===== config.mk =====
export PLATFORM = sky130hd
export DESIGN_NAME = jtag_tap_master
export DESIGN_NICKNAME = d
export VERILOG_FILES = /design/src/rtl/jtag_tap_master.sv
export SDC_FILE = /design/constraint.sdc
export NUM_CORES = 1
export LEC_CHECK = 0
export CELL_PAD_IN_SITES_DETAIL_PLACEMENT = 0
export CELL_PAD_IN_SITES_GLOBAL_PLACEMENT = 2
export CORE_MARGIN = 2
export CORE_UTILIZATION = 35
export DETAILED_ROUTE_END_ITERATION = 10
export PLACE_DENSITY_LB_ADDON = 0.1
export SYNTH_ARGS = -nofsm -noshare
export SYNTH_HDL_FRONTEND = slang
export SYNTH_SLANG_ARGS = --single-unit

===== constraint.sdc =====
create_clock -name clk -period 4.1 [get_ports clk]
set_input_delay 0.82 -clock clk [delete_from_list [all_inputs] [get_ports clk]]
set_output_delay 0.82 -clock clk [all_outputs]
set_load 0.03 [all_outputs]

===== src/rtl/jtag_tap_master.sv =====
// jtag_tap_master: JTAG host engine. Takes valid/ready commands (TAP reset,
// Run-Test/Idle dwell, IR scan, DR scan), drives TCK/TMS/TDI, and returns
// the TDO bits captured during Shift-xR.
// Optional: define JTAG_TAP_MASTER_TRST_EN to add the TRST_N output.
module jtag_tap_master #(
  parameter int DATA_W = 64,
  parameter int LEN_W  = 7,
  parameter int DIV    = 3
) (
  input  logic              clk,
  input  logic              rst_n,
  input  logic              cmd_valid,
  output logic              cmd_ready,
  input  logic [1:0]        cmd_op,
  input  logic [LEN_W-1:0]  cmd_len,
  input  logic [DATA_W-1:0] cmd_data,
  output logic              rsp_valid,
  input  logic              rsp_ready,
  output logic [DATA_W-1:0] rsp_data,
  output logic              TCK,
  output logic              TMS,
  output logic              TDI,
  input  logic              TDO
`ifdef JTAG_TAP_MASTER_TRST_EN
  ,
  output logic              TRST_N
`endif
);

  localparam int CW = (DIV > 1) ? $clog2(DIV) : 1;
  localparam logic [CW-1:0]    CNT_LAST = CW'(DIV - 1);
  localparam logic [LEN_W-1:0] LEN_MAX  = LEN_W'(DATA_W);
  localparam logic [LEN_W-1:0] ONE      = LEN_W'(1);
  localparam logic [LEN_W-1:0] TWO      = LEN_W'(2);

  typedef enum logic [2:0] {
    IDLE, RESET5, SEL, CAPTURE, SHIFT, EXIT_UPD, DWELL, DONE
  } state_t;

  typedef enum logic [1:0] {
    OP_RESET, OP_IDLE, OP_IR, OP_DR
  } op_t;

  state_t            state, state_nx;
  logic [CW-1:0]     cnt, cnt_nx;
  logic [LEN_W-1:0]  rem, rem_nx;      // rises left in the current state
  logic [LEN_W-1:0]  len, len_nx;      // saturated scan length
  logic [LEN_W-1:0]  len_sat;
  logic [DATA_W-1:0] sdata, sdata_nx;  // TDI bits still to send, LSB next
  logic [DATA_W-1:0] cap, cap_nx;      // TDO samples enter at the MSB
  logic              tck_nx, tms_nx, tdi_nx;
  logic              rsp_valid_nx;
  logic [DATA_W-1:0] rsp_data_nx;
  logic              accept;
  logic              tick;

  assign cmd_ready = (state == IDLE) && !rsp_valid;
  assign accept    = cmd_valid && cmd_ready;
  assign len_sat   = (cmd_len > LEN_MAX) ? LEN_MAX : cmd_len;
  assign tick      = (cnt == CNT_LAST);

  // State and pin registers; reset aborts any command in flight
  always_ff @(posedge clk or negedge rst_n) begin
    if (!rst_n) begin
      state     <= IDLE;
      cnt       <= '0;
      rem       <= '0;
      len       <= '0;
      sdata     <= '0;
      cap       <= '0;
      TCK       <= 1'b0;
      TMS       <= 1'b1;
      TDI       <= 1'b0;
      rsp_valid <= 1'b0;
      rsp_data  <= '0;
    end else begin
      state     <= state_nx;
      cnt       <= cnt_nx;
      rem       <= rem_nx;
      len       <= len_nx;
      sdata     <= sdata_nx;
      cap       <= cap_nx;
      TCK       <= tck_nx;
      TMS       <= tms_nx;
      TDI       <= tdi_nx;
      rsp_valid <= rsp_valid_nx;
      rsp_data  <= rsp_data_nx;
    end
  end

  // Next state: TCK rises sample TDO, TCK falls advance the sequence and
  // set up TMS/TDI for the following rise
  always_comb begin
    state_nx     = state;
    cnt_nx       = cnt;
    rem_nx       = rem;
    len_nx       = len;
    sdata_nx     = sdata;
    cap_nx       = cap;
    tck_nx       = TCK;
    tms_nx       = TMS;
    tdi_nx       = TDI;
    rsp_valid_nx = rsp_valid;
    rsp_data_nx  = rsp_data;

    if (rsp_valid && rsp_ready) rsp_valid_nx = 1'b0;

    case (state)
      IDLE: begin
        if (accept) begin
          cnt_nx   = '0;
          tck_nx   = 1'b0;
          tdi_nx   = 1'b0;
          len_nx   = len_sat;
          sdata_nx = cmd_data;
          cap_nx   = '0;
          case (op_t'(cmd_op))
            OP_RESET: begin
              state_nx = RESET5;
              rem_nx   = LEN_W'(5);
              tms_nx   = 1'b1;
            end
            OP_IDLE: begin
              if (len_sat == '0) begin
                state_nx = DONE;
              end else begin
                state_nx = DWELL;
                rem_nx   = len_sat;
                tms_nx   = 1'b0;
              end
            end
            default: begin
              if (len_sat == '0) begin
                state_nx = DONE;
              end else begin
                state_nx = SEL;
                rem_nx   = (op_t'(cmd_op) == OP_IR) ? TWO : ONE;
                tms_nx   = 1'b1;
              end
            end
          endcase
        end
      end
      DONE: begin
        // Captured bits sit at the top of cap; align bit 0 to the first sample
        state_nx     = IDLE;
        rsp_valid_nx = 1'b1;
        rsp_data_nx  = cap >> (LEN_MAX - len);
      end
      default: begin
        if (!tick) begin
          cnt_nx = cnt + CW'(1);
        end else begin
          cnt_nx = '0;
          tck_nx = ~TCK;
          if (!TCK) begin
            if (state == SHIFT) cap_nx = {TDO, cap[DATA_W-1:1]};
          end else begin
            rem_nx = rem - ONE;
            case (state)
              RESET5: begin
                if (rem == ONE) begin
                  state_nx = DWELL;
                  rem_nx   = ONE;
                  tms_nx   = 1'b0;
                end
              end
              SEL: begin
                if (rem == ONE) begin
                  state_nx = CAPTURE;
                  rem_nx   = TWO;
                  tms_nx   = 1'b0;
                end
              end
              CAPTURE: begin
                if (rem == ONE) begin
                  state_nx = SHIFT;
                  rem_nx   = len;
                  tms_nx   = (len == ONE);
                  tdi_nx   = sdata[0];
                end
              end
              SHIFT: begin
                sdata_nx = sdata >> 1;
                if (rem == ONE) begin
                  state_nx = EXIT_UPD;
                  rem_nx   = ONE;
                  tms_nx   = 1'b1;
                  tdi_nx   = 1'b0;
                end else begin
                  tms_nx = (rem == TWO);
                  tdi_nx = sdata[1];
                end
              end
              EXIT_UPD: begin
                state_nx = DWELL;
                rem_nx   = ONE;
                tms_nx   = 1'b0;
              end
              default: begin
                if (rem == ONE) state_nx = DONE;
              end
            endcase
          end
        end
      end
    endcase
  end

`ifdef JTAG_TAP_MASTER_TRST_EN
  logic rst_seq, rst_seq_nx;

  // TRST_N is held low from TAP_RESET accept until the fall that ends it
  always_comb begin
    rst_seq_nx = rst_seq;
    if (accept && (op_t'(cmd_op) == OP_RESET)) rst_seq_nx = 1'b1;
    else if (state_nx == DONE)                 rst_seq_nx = 1'b0;
  end

  // TRST_N register: low in reset, high one clk after release
  always_ff @(posedge clk or negedge rst_n) begin
    if (!rst_n) begin
      rst_seq <= 1'b0;
      TRST_N  <= 1'b0;
    end else begin
      rst_seq <= rst_seq_nx;
      TRST_N  <= ~rst_seq_nx;
    end
  end
`endif

endmodule


==> run metrics, run 1 <==
Worst Tran Pin Value=1200 ps; Slew headroom=0.198; CP required=3280 ps; Avg Inst Size Synth=8.80 um^2; fmax=0.296 GHz; Clk Latency, worst-skew pair=570 ps; PnR Total Power=13.2 mW; Die Height=199 um; flop2flop setup slack=880 ps; post-synthesis cell area=13200 um^2; number of distinct library cells after synthesis=65; Routed WL per cell=20.1 um; number of DRC markers in iteration 0=957; number of synthesized flops with an enable pin=0; Main synth FF type=dfrtp_1; core area=37500 um^2; CTS tree=built; largest net degree at the start of global routing=95; #FFs+latches synth=215; post-cts hold buffer count=0; Flop pwr share=0.248; row count=71; grt total ovfl=0; RSZ-0062 raised after global routing=no; Yosys Warn Count=0; Critical Path Start Type=flop; crit path time final=3380 ps; Clk pwr share=0.183; I/O pins=147; DRC errors left=0; Seq/Total Area, Yosys=0.406; clk_skew=19.2 ps; total CTS buffers=28; Leakage=7.00 nW; Gates resized, CTS repair=0; Place WS=914 ps; H-tree depth=1; sum of negative setup slack=0 ps; DIE AREA=39400 um^2; Cell Pwr Density=817 nW/um^2; clock net sink count=215; final WL=42900 um; Mapped Cells=1505; status=complete, no violations; period utilization=0.825; Syn Nets=1588; layout overhead on the synthesized area=21.9%; final setup vio count=0; Final Hold Fails=0; Worst-path clk slew=60 ps; first-pass GRT wire length=67700 um; P_int=6.90 mW; critical path capture point type=output pin; Comb power frac=0.569; VDD IR max=387 uV; initial antenna violation count=0; DP HPWL=30100 um; Setup WS post-layout=718 ps; Root Driver=clkbuf_16; CP max FO=17; Max Cap Viol=0; number of fill cells=3773; most common cell in the synthesized netlist=nand2_1; Yosys top cell area share=0.404; Sw Share=0.477; Vias/cell=5.45; type of the worst setup path=flop to output pin; Synth top cells by count=nand2_1, dfrtp_1, nor2_1; number of port buffers=146; post-route ant nets=0; Synth async-reset ratio=1.00; most area-consuming cells after synthesis=dfrtp_1, nand2_1, mux2_2; leading area contributor after synthesis=dfrtp_1; ANT cells=0; hold crit path type=input pin to async pin; number of global-route vias before repair=11100; total track usage=0.219; net switching power=6.29 mW; Initial Util=0.353; DR pass1 iterations=6; Slew Limit Fails=0; Die X=199 um; postcts setup bufs=0; GPL Wtd Cong=0.842; share of layout cells above drive strength 1=0.137; Final nets=1682; vias=11600; deepest clock path buffer count=3; arrival time worst endpoint=2560 ps
## logic make-up after synthesis
logic type | count (synthesis) | share of synthesized area
AOI/OAI and AO/OA | 289 | 0.143
xor gates and xnor gates | 10 | 0.00775
adders and majority gates | 6 | 0.00548
buffers and inverters | 133 | 0.0437
DFF | 215 | 0.406
muxes | 181 | 0.180
and+or+nand+nor | 671 | 0.214
## final timing paths
check,startpoint,to,depth (start not counted)
worst max-delay path,state[0],cmd_ready,3
worst min-delay path,rst_n,len[5],1
worst max register to register,len[1],rsp_data[1],8
worst min register to register,cap[0],cap[0],2
max in group asynchronous,rst_n,rsp_data[17],2
min in group clk,cap[0],cap[0],2
## layout make-up
cell class / count / area, um^2 / area share
Multi-Input combinational cell: 1157 / 7380 / 0.457
Sequential cell: 215 / 5380 / 0.333
Timing Repair Buffer: 186 / 1800 / 0.112
Clock buffer: 39 / 782 / 0.0484
Tap cell: 511 / 639 / 0.0396
Clock inverter: 9 / 113 / 0.00698
Inverter: 11 / 41.3 / 0.00256
## routing by layer
metal | routed length, um | global-route usage | vias to the layer above
met5 | 0 | 0 | -
met4 | 821 | 0.0484 | 0
met3 | 2220 | 0.0258 | 58
met2 | 18500 | 0.322 | 338
met1 | 21300 | 0.343 | 5651
li1 | - | - | 5560
## power groups by stage
| stage | logic [mW] | registers, mW | clock network [mW] |
|---|---|---|---|
| 3_5_place_dp | 7.48 | 3.30 | 0 |
| 3_3_place_gp | 7.49 | 3.29 | 0 |
| 2_1_floorplan | 5.01 | 3.46 | 0 |
| 6_report | 7.50 | 3.27 | 2.42 |
| 4_1_cts | 7.50 | 3.27 | 2.48 |
| 5_1_grt | 8.20 | 3.36 | 2.57 |
## state kept, by name, indices dropped and copies added (netlist names), 2 cells and up
signal and cells:
cnt 2, sdata 64, len 7, rsp_data 64
cap 64, rem 7, state 3
## cells in the final DEF, fill, tap and decap left out, types with 10 or more instances in the layout
cell	synthesis	final
a21oi_1	39	39
a22o_1	15	15
a31oi_1	73	73
a32oi_1	18	18
buf_4	8	37
clkbuf_16	0	28
clkdlybuf4s50_1	0	145
dfrtp_1	214	214
inv_1	10	10
mux2_2	76	76
mux2i_1	67	67
mux4_2	38	38
nand2_1	371	371
nand3_1	91	90
nor2_1	148	147
nor3_1	15	14
o211ai_1	22	22
o21ai_0	67	67
## critical path, stage by stage (launching register included)
cell             delay [ps]
dfrtp_1                 590
or3_4                   550
nor2_1                  150
clkdlybuf4s50_1         700
## through the flow
stage / instances / area, um^2 / hold slack [ps] / utilization
6_report: 2128 / 16100 / 258 / 0.431
5_1_grt: 2128 / 16100 / 320 / 0.431
4_1_cts: 2128 / 16100 / 317 / 0.431
3_5_place_dp: 2080 / 15200 / 458 / 0.407
3_3_place_gp: 2080 / 15200 / 452 / 0.407
2_1_floorplan: 1505 / 13200 / 438 / -
Power figures use the tool's default switching activity.
==> run 2, diff against run 1 <==
--- a/config.mk
+++ b/config.mk
@@ -8,7 +8,7 @@
 export CELL_PAD_IN_SITES_DETAIL_PLACEMENT = 0
 export CELL_PAD_IN_SITES_GLOBAL_PLACEMENT = 2
 export CORE_MARGIN = 2
-export CORE_UTILIZATION = 35
+export CORE_UTILIZATION = 32
 export DETAILED_ROUTE_END_ITERATION = 10
 export PLACE_DENSITY_LB_ADDON = 0.1
 export SYNTH_ARGS = -nofsm -noshare
==> constraint.sdc (replaced) <==
create_clock -name clk -period 3 [get_ports clk]
set_input_delay 0.6 -clock clk [delete_from_list [all_inputs] [get_ports clk]]
set_output_delay 0.6 -clock clk [all_outputs]
set_load 0.03 [all_outputs]
==> run 2 against run 1 <==
Effect of this change:
- total power up 42%
- clock skew is 10 ps lower
- non-clock buffer count rose by 35
- setup slack got worse by 570 ps
- critical path type is now flop to flop
- critical endpoint is now rsp_data[7]
==> run metrics, run 2 (same netlist as run 1, synthesis figures left out) <==
ANT cells=0 (unchanged); Max Cap Viol=0 (unchanged); Worst-path clk slew=60 ps (about the same); largest net degree at the start of global routing=112 (+18%); CP required=3400 ps (+120 ps); CP dominant cell by count=mux2_2; R2R cell count=10 (+2); Final nets=1717 (+2.1%); period utilization=0.951; DRC errors left=0 (unchanged); total track usage=0.204 (-0.0153); vias=11700 (+1.0%); CP max FO=36 (+19); Leakage=7.21 nW (+3.0%); Post-Place Cells=2136 (+2.7%); CP peak stage delay=420 ps (-280 ps); Routed WL per cell=20.5 um (+1.9%); initial antenna violation count=0 (unchanged); Multi-input gate area=7400 um^2 (+0.27%); type of the worst setup path=flop to flop; Final Hold Fails=0 (unchanged); PnR Total Power=18.7 mW (+42%); H-tree depth=1 (unchanged); number of port buffers=146 (unchanged); Die X=207 um (+4.5%); arrival time worst endpoint=3250 ps (+690 ps); Vias/cell=5.36 (-1.6%); CP max stage cell=o311ai_1; DP HPWL=31700 um (+5.3%); Slew headroom=0.250 (+0.0525); Critical R2R Capture=rsp_data[7]; Clk Latency, worst-skew pair=550 ps (-20 ps); total CTS buffers=27 (-3.6%); row count=74 (+4.2%); Place WS=137 ps (-777 ps); final WL=44900 um (+4.7%); post-route ant nets=0 (unchanged); Cell Pwr Density=1130 nW/um^2 (+38%); Root Driver=clkbuf_16; post-cts hold buffer count=0 (unchanged); GPL Wtd Cong=0.806 (-4.3%); Setup WS post-layout=148 ps (-570 ps); Initial Util=0.324 (-0.0289); CTS tree=built; most common cell after layout, fill and taps aside=nand2_1; clock net sink count=215 (unchanged); final setup vio count=0 (unchanged); hold crit path type=input pin to async pin; Comb power frac=0.591 (+0.022); net switching power=8.87 mW (+41%); status=complete, no violations; grt total ovfl=0 (unchanged); reg2reg start=len[1]; commonest cells after routing, fill and taps aside=nand2_1, dfrtp_1, nor2_1, clkdlybuf4s50_1, nand3_1; Die Height=207 um (+4.5%); Final Non-Filler Cells=2186 (+2.7%); DIE AREA=43000 um^2 (+9.2%); flop2flop setup slack=150 ps (-730 ps); Worst Tran Pin Value=1120 ps (-85.4 ps); P_int=9.82 mW (+42%); crit path time final=2850 ps; sum of negative setup slack=0 ps (unchanged); fmax=0.351 GHz; Flop pwr share=0.237 (-0.011); core area=40800 um^2 (+8.9%); layout overhead on the synthesized area=24.9%; Critical Path Start Type=flop; Regs by FF count=cap (64), rsp_data (64), sdata (64); RSZ-0062 raised after global routing=no; critical path capture point type=flop; deepest clock path buffer count=3 (unchanged); number of DRC markers in iteration 0=1027 (+7.3%); Slew Limit Fails=0 (unchanged); Reg area=5380 um^2 (unchanged); DR pass1 iterations=9 (+3); crit-path cells=inv_1 > ha_4 > buf_12 > buf_4 > mux2_2 > mux2_2 > mux2i_1 > nor2_1 > o311ai_1 > o211ai_1; Sw Share=0.475 (-0.00239); number of global-route vias before repair=11200 (+1.3%); Clk pwr share=0.172 (-0.011); I/O pins=147 (unchanged); clk_skew=8.99 ps (-10.2 ps); first-pass GRT wire length=70000 um (+3.4%); VDD IR max=682 uV (+76%); CP startpoint=len[1]; share of layout cells above drive strength 1=0.158 (+0.0217); number of fill cells=4129 (+9.4%)
## run 2: worst max-delay path, delay by kind of cell, from the launching register on
kind	cells	cell delay, ps
DFF	1	390
muxes	3	830
AOI/OAI and AO/OA	2	580
and+or+nand+nor	1	60
buffers and inverters	3	480
adders and majority gates	1	330
## run 2: routing by layer
metal | vias to the layer above | wire (um) | track usage
met4 | 0 | 882 | 0.0436
li1 | 5636 | - | -
met5 | - | 0 | 0
met2 | 291 | 19200 | 0.294
met1 | 5746 | 22800 | 0.318
met3 | 54 | 2030 | 0.0328
## run 2: layout make-up
cell class,instances,share of cell area
clock buffers,39,0.0478
clock inverters,10,0.00492
inverters,11,0.00295
multi-input cells,1158,0.448
flip-flops and latches,215,0.325
well taps,532,0.0403
repair buffers,221,0.131
## run 2: how the worst max path moves through the flow
stage	cells past startpoint	to	slack, ps
finish	10	rsp_data[7]	150
global route	10	rsp_data[19]	30
global placement	8	rem[6]	180
CTS	7	rsp_data[3]	110
detailed placement	8	rem[2]	140
floorplan	15	rsp_data[2]	0.1
## run 2: timing repair
action / CTS / global route
setup buffers: 0 / 0
gates resized for setup: 1 / 1
cloned: 0 / 1
hold endpoints to repair: 0 / 0
endpoints found under the setup margin: 1 / 7
pin swaps: 0 / 1
## run 2: per-stage QoR
step	area [um^2]	hold slack, ps	util
finish	16500	37.6	0.405
global route	16500	67.6	0.405
CTS	16500	58.9	0.405
detailed placement	15600	464	0.383
global placement	15600	458	0.383
floorplan	13300	304	-
## run 2: power groups by stage
stage	logic, mW	clock network, mW	registers, mW
2_1_floorplan	7.02	0	4.73
4_1_cts	11.0	3.32	4.43
5_1_grt	12.0	3.45	4.55
3_5_place_dp	11.0	0	4.47
3_3_place_gp	11.0	0	4.45
6_report	11.0	3.22	4.43
==> run 3, diff against run 2 <==
--- a/config.mk
+++ b/config.mk
@@ -5,10 +5,10 @@
 export SDC_FILE = /design/constraint.sdc
 export NUM_CORES = 1
 export LEC_CHECK = 0
-export CELL_PAD_IN_SITES_DETAIL_PLACEMENT = 0
-export CELL_PAD_IN_SITES_GLOBAL_PLACEMENT = 2
+export CELL_PAD_IN_SITES_DETAIL_PLACEMENT = 1
+export CELL_PAD_IN_SITES_GLOBAL_PLACEMENT = 1
 export CORE_MARGIN = 2
-export CORE_UTILIZATION = 32
+export CORE_UTILIZATION = 40
 export DETAILED_ROUTE_END_ITERATION = 10
 export PLACE_DENSITY_LB_ADDON = 0.1
 export SYNTH_ARGS = -nofsm -noshare
==> run 3 against run 2 <==
Effect of this change:
- total power about the same
- largest cell class unchanged
- critical path depth decreased by 1
- die area decreased by 20%
- critical endpoint is now rsp_data[9]
- critical path type unchanged
- largest power group unchanged
- clock-buffer cell count increased by 1
- first-iteration DRC count decreased by 7.5%
==> run metrics, run 3 (same netlist as run 1, synthesis figures left out) <==
status=complete, no violations; CP peak stage delay=530 ps (+110 ps); met3 GRT Util=0.0372 (+0.00435); DP HPWL=30800 um (-3.1%); GPL Wtd Cong=0.886 (+9.9%); GR Util met2=0.390 (+0.0956); DRC errors left=0 (unchanged); Worst Tran Pin Value=1210 ps (+88.1 ps); Die Height=186 um (-10%); Slew Limit Fails=0 (unchanged); number of DRC markers in iteration 0=950 (-7.5%); number of global-route vias before repair=12100 (+7.9%); CP max stage cell=mux4_2; Routed WL per cell=20.9 um (+1.8%); busiest grt layer=met2; VDD IR max=653 uV (-4.4%); crit path time final=2920 ps (+65.0 ps); arrival time worst endpoint=3340 ps (+90 ps); commonest cells after routing, fill and taps aside=nand2_1, dfrtp_1, nor2_1, clkdlybuf4s50_1, nand3_1; total track usage=0.255 (+0.0506); CP required=3420 ps (+20 ps); Final nets=1706 (-0.64%); fmax=0.343 GHz (-2.2%); largest net degree at the start of global routing=128 (+14%); ANT cells=0 (unchanged); Cell Pwr Density=1140 nW/um^2 (+0.87%); Critical Path Start Type=flop; post-route ant nets=0 (unchanged); final WL=43500 um (-3.1%); Initial Util=0.407 (+0.0827); design area=16400 um^2 (-0.91%); Final Hold Fails=0 (unchanged); Regs by FF count=cap (64), rsp_data (64), sdata (64); RSZ-0062 raised after global routing=no; Max Cap Viol=0 (unchanged); initial antenna violation count=1 (+1); CP max FO=20 (-44%); row count=66 (-11%); Clk Latency, worst-skew pair=550 ps (about the same); Slew headroom=0.196 (-0.0543); deepest clock path buffer count=3 (unchanged); DIE AREA=34600 um^2 (-20%); clock net sink count=215 (unchanged); crit-path cells=inv_1 > ha_4 > buf_12 > buf_12 > mux2_2 > mux2_2 > mux4_2 > o211ai_1 > nand3_1; Root Driver=clkbuf_16; share of layout cells above drive strength 1=0.153 (-0.00536); DP Area=15500 um^2 (-0.96%); clk_skew=25.9 ps (+16.9 ps); CTS tree=built; DR pass1 iterations=5 (-4); Vias/cell=5.79 (+7.9%); core area=32500 um^2 (-20%); layout overhead on the synthesized area=23.7%; met1 GRT Util=0.378 (+0.0600); I/O pins=147 (unchanged); most common cell after layout, fill and taps aside=nand2_1; grt total ovfl=0 (unchanged); total CTS buffers=26 (-3.7%); Die X=186 um (-10%); sum of negative setup slack=0 ps (unchanged); vias=12000 (+2.7%); number of fill cells=3737 (-9.5%); final setup vio count=0 (unchanged); first-pass GRT wire length=69600 um (-0.59%); number of port buffers=146 (unchanged); PnR Total Power=18.7 mW (about the same); Worst-path clk slew=60 ps (about the same); critical path capture point type=flop; period utilization=0.972 (+0.0217); postcts setup bufs=0 (unchanged); H-tree depth=1 (unchanged); hold crit path type=flop to flop; type of the worst setup path=flop to flop; Leakage=7.17 nW (-0.61%)
## run 3: final timing paths
| check | cells past startpoint | endpoint | from | slack [ps] |
|---|---|---|---|---|
| worst max-delay path | 9 | rsp_data[9] | len[1] | 80 |
| worst min-delay path | 2 | cap[0] | cap[0] | 470 |
| worst max register to register | 9 | rsp_data[9] | len[1] | 80 |
| worst min register to register | 2 | cap[0] | cap[0] | 470 |
| max in group asynchronous | 3 | cap[6] | rst_n | 1500 |
| min in group asynchronous | 2 | state[1] | rst_n | 550 |
## run 3: repair_timing
item                                   CTS  global route
hold buffers                             1             0
resized for setup                        0             5
setup endpoints to repair                0             7
endpoints found under the hold margin   44             0
## run 3: critical path, delay by kind of cell (launching register included)
| family | cells | cell delay [ps] |
|---|---|---|
| adder cells (fa/ha/maj) | 1 | 390 |
| AND/OR/NAND/NOR | 1 | 100 |
| buffers and inverters | 3 | 460 |
| AO/OA/AOI/OAI | 1 | 250 |
| multiplexers | 3 | 1190 |
| flip-flops | 1 | 390 |
## run 3: power by group
part           leakage [nW]  switching, mW  internal, mW
combinational          3.95           6.86          4.23
sequential             2.79          0.655          3.75
clock                 0.432           1.26          1.93
total                  7.17           8.78          9.91
## run 3: layer usage
metal	wire length, um	part of all wire	vias up
met4	1020	0.024	2
met1	20900	0.48	6050
met2	19200	0.44	338
li1	-	-	5595
met5	9	0.00021	-
met3	2320	0.053	62
## run 3: cell type report
cell class                      count  area [um^2]  area share
Clock inverter                      5         50.0     0.00305
Timing Repair Buffer              212         2140       0.131
Sequential cell                   215         5380       0.329
Multi-Input combinational cell   1157         7390       0.451
Tap cell                          442          553      0.0338
Inverter                           11         48.8     0.00298
Clock buffer                       40          815      0.0497
## run 3: metrics by stage
stage                util  worst slack (ps)  hold WS (ps)  cells
detailed placement  0.476              65.3           460   2036
global placement    0.476               101           449   2036
global route        0.504              8.45           509   2082
CTS                 0.503              36.2           473   2082
finish              0.504              82.9           467   2082
floorplan               -             0.121           304   1505
